**config.mk**
```make
export PLATFORM = sky130hd
export DESIGN_NAME = alu_result_stage
export DESIGN_NICKNAME = d
export VERILOG_FILES = /design/src/rtl/alu_pkg.sv /design/src/rtl/alu_result_stage.sv
export SDC_FILE = /design/constraint.sdc
export NUM_CORES = 1
export LEC_CHECK = 0
export CAP_MARGIN = 30
export CORE_MARGIN = 2
export CORE_UTILIZATION = 51
export DETAILED_ROUTE_END_ITERATION = 8
export PLACE_DENSITY = 0.85
export SKIP_CTS_REPAIR_TIMING = 1
export SYNTH_ARGS = -nofsm -noshare
export SYNTH_HDL_FRONTEND = slang
export SYNTH_SLANG_ARGS = --single-unit
```
**constraint.sdc**
```tcl
create_clock -name clk -period 8.1 [get_ports clk]
set_input_delay 1.215 -clock clk [delete_from_list [all_inputs] [get_ports clk]]
set_output_delay 1.215 -clock clk [all_outputs]
set_load 0.01 [all_outputs]
```
**src/rtl/alu_pkg.sv**
```systemverilog
`default_nettype none
//==============================================================================
// alu_pkg
//------------------------------------------------------------------------------
// Definitions shared by the ALU and its result stage: the opcodes that need
// special handling downstream (wide results), the writeback target encoding,
// and the result stage FSM state type.
//------------------------------------------------------------------------------
// Revision: 1.0 - initial release
//==============================================================================
package alu_pkg;

   localparam logic [4:0] OP_MUL = 5'b01110;
   localparam logic [4:0] OP_DIV = 5'b01111;

   typedef enum logic [1:0] {
      TGT_GPR = 2'd0,
      TGT_LO  = 2'd1,
      TGT_HI  = 2'd2
   } wb_target_t;

   typedef enum logic [1:0] {
      IDLE   = 2'd0,
      WB_GPR = 2'd1,
      WB_LO  = 2'd2,
      WB_HI  = 2'd3
   } rs_state_t;

   // mul/div return a double-width result that retires as a LO/HI beat pair.
   function automatic logic is_wide_op(input logic [4:0] op);
      return (op == OP_MUL) || (op == OP_DIV);
   endfunction

endpackage
`default_nettype wire

```
**src/rtl/alu_result_stage.sv**
```systemverilog
`default_nettype none
//==============================================================================
// alu_result_stage
//------------------------------------------------------------------------------
// Captures the double-width ALU result and streams it to the register file as
// writeback beats over a valid/ready handshake. Single-word ops produce one
// GPR beat; mul/div produce a LO beat then a HI beat and update the
// architectural HI/LO registers held here.
//
// Ports:
//   clk, reset        clock, asynchronous active-high reset
//   z_in, opcode,     ALU result, producing opcode and destination register,
//   dest, issue_valid qualified by issue_valid
//   issue_ready       stage idle and able to accept an issue
//   flush             synchronous abort of any pending beats
//   wb_valid/ready    writeback beat handshake
//   wb_data, wb_dest, beat payload (wb_target: 0 GPR, 1 LO, 2 HI)
//   wb_target
//   lo_q, hi_q        architectural LO/HI
//   retire_cnt        number of completed operations (wrapping)
//------------------------------------------------------------------------------
// Revision: 1.0 - initial release
//==============================================================================
module alu_result_stage
   import alu_pkg::*;
#(
   parameter int DATA_W = 32,
   parameter int REG_W  = 4,
   parameter int CNT_W  = 16
) (
   input  logic                clk,
   input  logic                reset,
   input  logic [2*DATA_W-1:0] z_in,
   input  logic [4:0]          opcode,
   input  logic [REG_W-1:0]    dest,
   input  logic                issue_valid,
   output logic                issue_ready,
   input  logic                flush,
   output logic                wb_valid,
   input  logic                wb_ready,
   output logic [DATA_W-1:0]   wb_data,
   output logic [REG_W-1:0]    wb_dest,
   output logic [1:0]          wb_target,
   output logic [DATA_W-1:0]   lo_q,
   output logic [DATA_W-1:0]   hi_q,
   output logic [CNT_W-1:0]    retire_cnt
);

   rs_state_t           r_state;
   rs_state_t           w_state_nx;
   logic [DATA_W-1:0]   r_zlo;
   logic [DATA_W-1:0]   r_zhi;
   logic [REG_W-1:0]    r_dest;
   logic                r_is_div;
   logic [DATA_W-1:0]   r_lo;
   logic [DATA_W-1:0]   r_hi;
   logic [CNT_W-1:0]    r_retire;

   logic                w_accept;
   logic                w_commit;

   assign issue_ready = (r_state == IDLE) && !flush;
   assign w_accept    = issue_valid && issue_ready;
   assign wb_valid    = (r_state != IDLE);
   // A beat handshaking alongside flush is dropped, so nothing is committed.
   assign w_commit    = wb_valid && wb_ready && !flush;

   assign lo_q        = r_lo;
   assign hi_q        = r_hi;
   assign retire_cnt  = r_retire;

   // Next state
   always_comb begin
      w_state_nx = r_state;
      case (r_state)
         IDLE:    if (w_accept) w_state_nx = is_wide_op(opcode) ? WB_LO : WB_GPR;
         WB_GPR:  if (wb_ready) w_state_nx = IDLE;
         WB_LO:   if (wb_ready) w_state_nx = WB_HI;
         WB_HI:   if (wb_ready) w_state_nx = IDLE;
         default: w_state_nx = IDLE;
      endcase
      if (flush) w_state_nx = IDLE;
   end

   // Beat payload. Outputs depend only on registered state, so they hold
   // steady while the register file applies backpressure. div returns the
   // quotient in the upper half, which architecturally belongs in LO.
   always_comb begin
      wb_data   = '0;
      wb_dest   = '0;
      wb_target = TGT_GPR;
      case (r_state)
         WB_GPR: begin
            wb_data   = r_zlo;
            wb_dest   = r_dest;
            wb_target = TGT_GPR;
         end
         WB_LO: begin
            wb_data   = r_is_div ? r_zhi : r_zlo;
            wb_dest   = r_dest;
            wb_target = TGT_LO;
         end
         WB_HI: begin
            wb_data   = r_is_div ? r_zlo : r_zhi;
            wb_dest   = r_dest;
            wb_target = TGT_HI;
         end
         default: begin
            wb_data   = '0;
            wb_dest   = '0;
            wb_target = TGT_GPR;
         end
      endcase
   end

   always_ff @(posedge clk or posedge reset) begin
      if (reset) begin
         r_state  <= IDLE;
         r_zlo    <= '0;
         r_zhi    <= '0;
         r_dest   <= '0;
         r_is_div <= 1'b0;
         r_lo     <= '0;
         r_hi     <= '0;
         r_retire <= '0;
      end else begin
         r_state <= w_state_nx;
         if (w_accept) begin
            r_zlo    <= z_in[DATA_W-1:0];
            r_zhi    <= z_in[2*DATA_W-1:DATA_W];
            r_dest   <= dest;
            r_is_div <= (opcode == OP_DIV);
         end
         if (w_commit && (r_state == WB_LO)) r_lo <= wb_data;
         if (w_commit && (r_state == WB_HI)) r_hi <= wb_data;
         if (w_commit && ((r_state == WB_GPR) || (r_state == WB_HI)))
            r_retire <= r_retire + 1'b1;
      end
   end

endmodule
`default_nettype wire

```
==> flow_summary.ini <==
[global_routing]
grt_overflow = 0
grt_max_degree = 87
grt_pass1_wl_mm = 26.94
grt_pass1_vias = 5081
antenna_found_initial = 0
grt_usage_pct = 24.56

[worst_setup_path]
cp.arrival_ns = 2.83
startpoint_type = register
reg2reg_depth = 3
crit_type = reg -> out
reg2reg_slack_ns = 5.36
r2r-end = lo_q[16]$_DFFE_PP0P_
worstReg2RegStart = r_state[0]$_DFFE_PP0P_
worstPathRequired_ns = 6.88
endpoint_kind = output pin
worstPathMaxFanout = 25

[drt]
drt_pass1_iterations = 5
vias = 4905
drt_iter0_drc = 371
post_drt_wl_per_cell_um = 19.45
drt_wl_total_mm = 16.98
vias_per_cell = 5.619
drc_errors = 0
ant_nets = 0

[clocking]
clkLatencyLatePin_ns = 0.42
cts_buffer_depth = 2
clkTransAtPathRegs_ns = 0.06
cts_root_buffer = clkbuf_16
cts.sinks = 151
h-tree-depth = 4
tritoncts = built
cts_buffers = 17

[floorplan]
die_w_um = 119.0
io_pins = 198
start_util_pct = 52.76
core-area_um2 = 12770
dieArea_um2 = 14150
die_h_um = 119.0
rows = 41

[finish]
fill_cells = 805
diodes = 0
final_nets = 769
final_common_cell = clkdlybuf4s50_1
final_cell_mix = clkdlybuf4s50_1 (197), dfrtp_1 (151), mux2_2 (110)
ff_latch_area_um2 = 3779
area_delta_synth_final_pct = 38.28
post_route_cells_drive_above_1_share_pct = 21.54
multiInputGateArea_um2 = 2728

[power]
cellLeakagePower_nw = 3.998
ir_drop_uv = 139.7
p_seq_share_pct = 45.1
pwr-share-comb_pct = 20.6
pwr-share-clk_pct = 34.3
power_density_nw_per_um2 = 226.6
switchingPower_uw = 550.9
finalPower_mw = 2.111
p_int_mw = 1.560
switching_share_pct = 26.09

[timing]
rsz0062_at_grt = no
worstMarginPinSlew_ns = 0.9540
fin_tns_setup_ns = 0
layout_min_cycle_time_ns = 4.048
finalHoldViolCount = 0
finalSetupViolCount = 0
max_slew_margin_pct = 36.17
max_freq_mhz = 247.0
fin_crit_sh_pct = 49.98
setup_ws_ns = 4.052
finalMaxSlewViolations = 0
final.setup_skew_ns = 0.01172

[yosys]
syn_inst = 501
synth-main-ff-cell = dfrtp_1
ys_seq_elements = 151
async_flop_share_pct = 100.0
yosysWarnings = 0
synth_edf_count = 0
syn_area_per_cell_um2 = 13.45
syn-num-nets = 580
synth_cell_type_count = 37
netlist_area_um2 = 6739
ys_seq_area_share_pct = 56.07

[min_path]
hold_class = reg -> reg
hold_end = retire_cnt[15]$_DFFE_PP0P_
min_from = retire_cnt[15]$_DFFE_PP0P_
hold-path-cell-count = 1

[placed_design]
io_buffer_count = 197
dpl.hpwl_mm = 11.12
dp_slack_ns = 4.082
gp_congestion = 0.8009

[run_status]
status = finished, final reports clean

[run]
maxCapViolations = 0
## layer usage
| layer | track usage [%] | part of all wire, % | vias to the layer above | wire, um |
|---|---|---|---|---|
| li1 | - | - | 2215 | - |
| met1 | 31.25 | 42 | 2474 | 7048 |
| met2 | 39.44 | 50 | 188 | 8453 |
| met3 | 7.280 | 6.5 | 28 | 1104 |
| met4 | 9.970 | 2.2 | 0 | 375 |
| met5 | 0 | 0 | - | 0 |
## cells in the mapped netlist (2+ instances only)
library cell	count	area, um^2
a21oi_1	9	45.04
a22o_1	50	437.9
a22oi_1	7	52.55
and2_1	2	12.51
and3_1	2	12.51
and3b_1	2	17.52
buf_1	2	7.510
buf_2	15	75.07
buf_4	8	60.06
buf_6	6	67.56
clkbuf_1	3	11.26
dfrtp_1	151	3779
inv_1	4	15.01
mux2_1	7	78.83
mux2_2	110	1239
mux2i_1	22	220.2
nand2_1	29	108.9
nand3_1	3	15.01
nand4_1	6	37.54
nor2_1	15	56.30
nor2b_1	5	31.28
nor3_1	2	10.01
o21ai_0	8	40.04
o221ai_1	7	61.31
xnor2_1	14	122.6
## flip-flops by register name, summed over array words and instances, names as in the netlist
| signal | flops |
|---|---|
| r_zlo | 32 |
| r_zhi | 32 |
| r_dest | 4 |
| lo_q | 32 |
| r_state | 2 |
| hi_q | 32 |
| r_is_div | 1 |
| retire_cnt | 16 |
## area by class of cell
type	count	share of cell area, %
clock buffers	26	5.250
clock inverters	4	0.4834
inverters	5	0.2551
multi-input cells	311	29.27
flip-flops and latches	151	40.55
well taps	172	2.309
repair buffers	204	21.89
## cell families after synthesis
group | share of synthesized area [%]
adder cells (fa/ha/maj) | 0.1856
AO/OA/AOI/OAI | 9.840
AND/OR/NAND/NOR | 5.161
XOR/XNOR | 2.358
buffers and inverters | 3.565
multiplexers | 22.82
flip-flops | 56.07
## worst max-delay path by stage
stage                      startpoint                  end
2_1_floorplan                   reset  hi_q[0]$_DFFE_PP0P_
3_3_place_gp     r_is_div$_DFFE_PP0P_          wb_data[13]
3_5_place_dp     r_is_div$_DFFE_PP0P_          wb_data[24]
4_1_cts          r_is_div$_DFFE_PP0P_          wb_data[24]
5_1_grt        r_state[0]$_DFFE_PP0P_          wb_data[24]
6_report       r_state[0]$_DFFE_PP0P_           wb_data[0]
## critical path, stage by stage (launching register included)
cell,delay (ns)
dfrtp_1,0.67
xor2_4,0.70
a22o_1,0.30
a22o_1,0.19
clkdlybuf4s50_1,0.56
## power by group through the flow
stage          combinational (mW)  clock (mW)  sequential (mW)
2_1_floorplan               0.233           0            0.950
3_3_place_gp                0.417           0            0.956
3_5_place_dp                0.430           0            0.965
4_1_cts                     0.434       0.737            0.953
5_1_grt                     0.467       0.774            0.965
6_report                    0.435       0.725            0.952
## through the flow
| step | std cells | cell area (um^2) | hold WS [ns] | utilization, % |
|---|---|---|---|---|
| final | 873 | 9319 | 0.4780 | 72.96 |
| after global routing | 873 | 9319 | 0.4925 | 72.96 |
| after CTS | 871 | 9289 | 0.4786 | 72.72 |
| after detailed placement | 841 | 8755 | 0.4719 | 68.54 |
| after global placement | 841 | 8755 | 0.4640 | 68.54 |
| after floorplan | 501 | 6739 | 0.4726 | - |
Power figures use the tool's default switching activity.
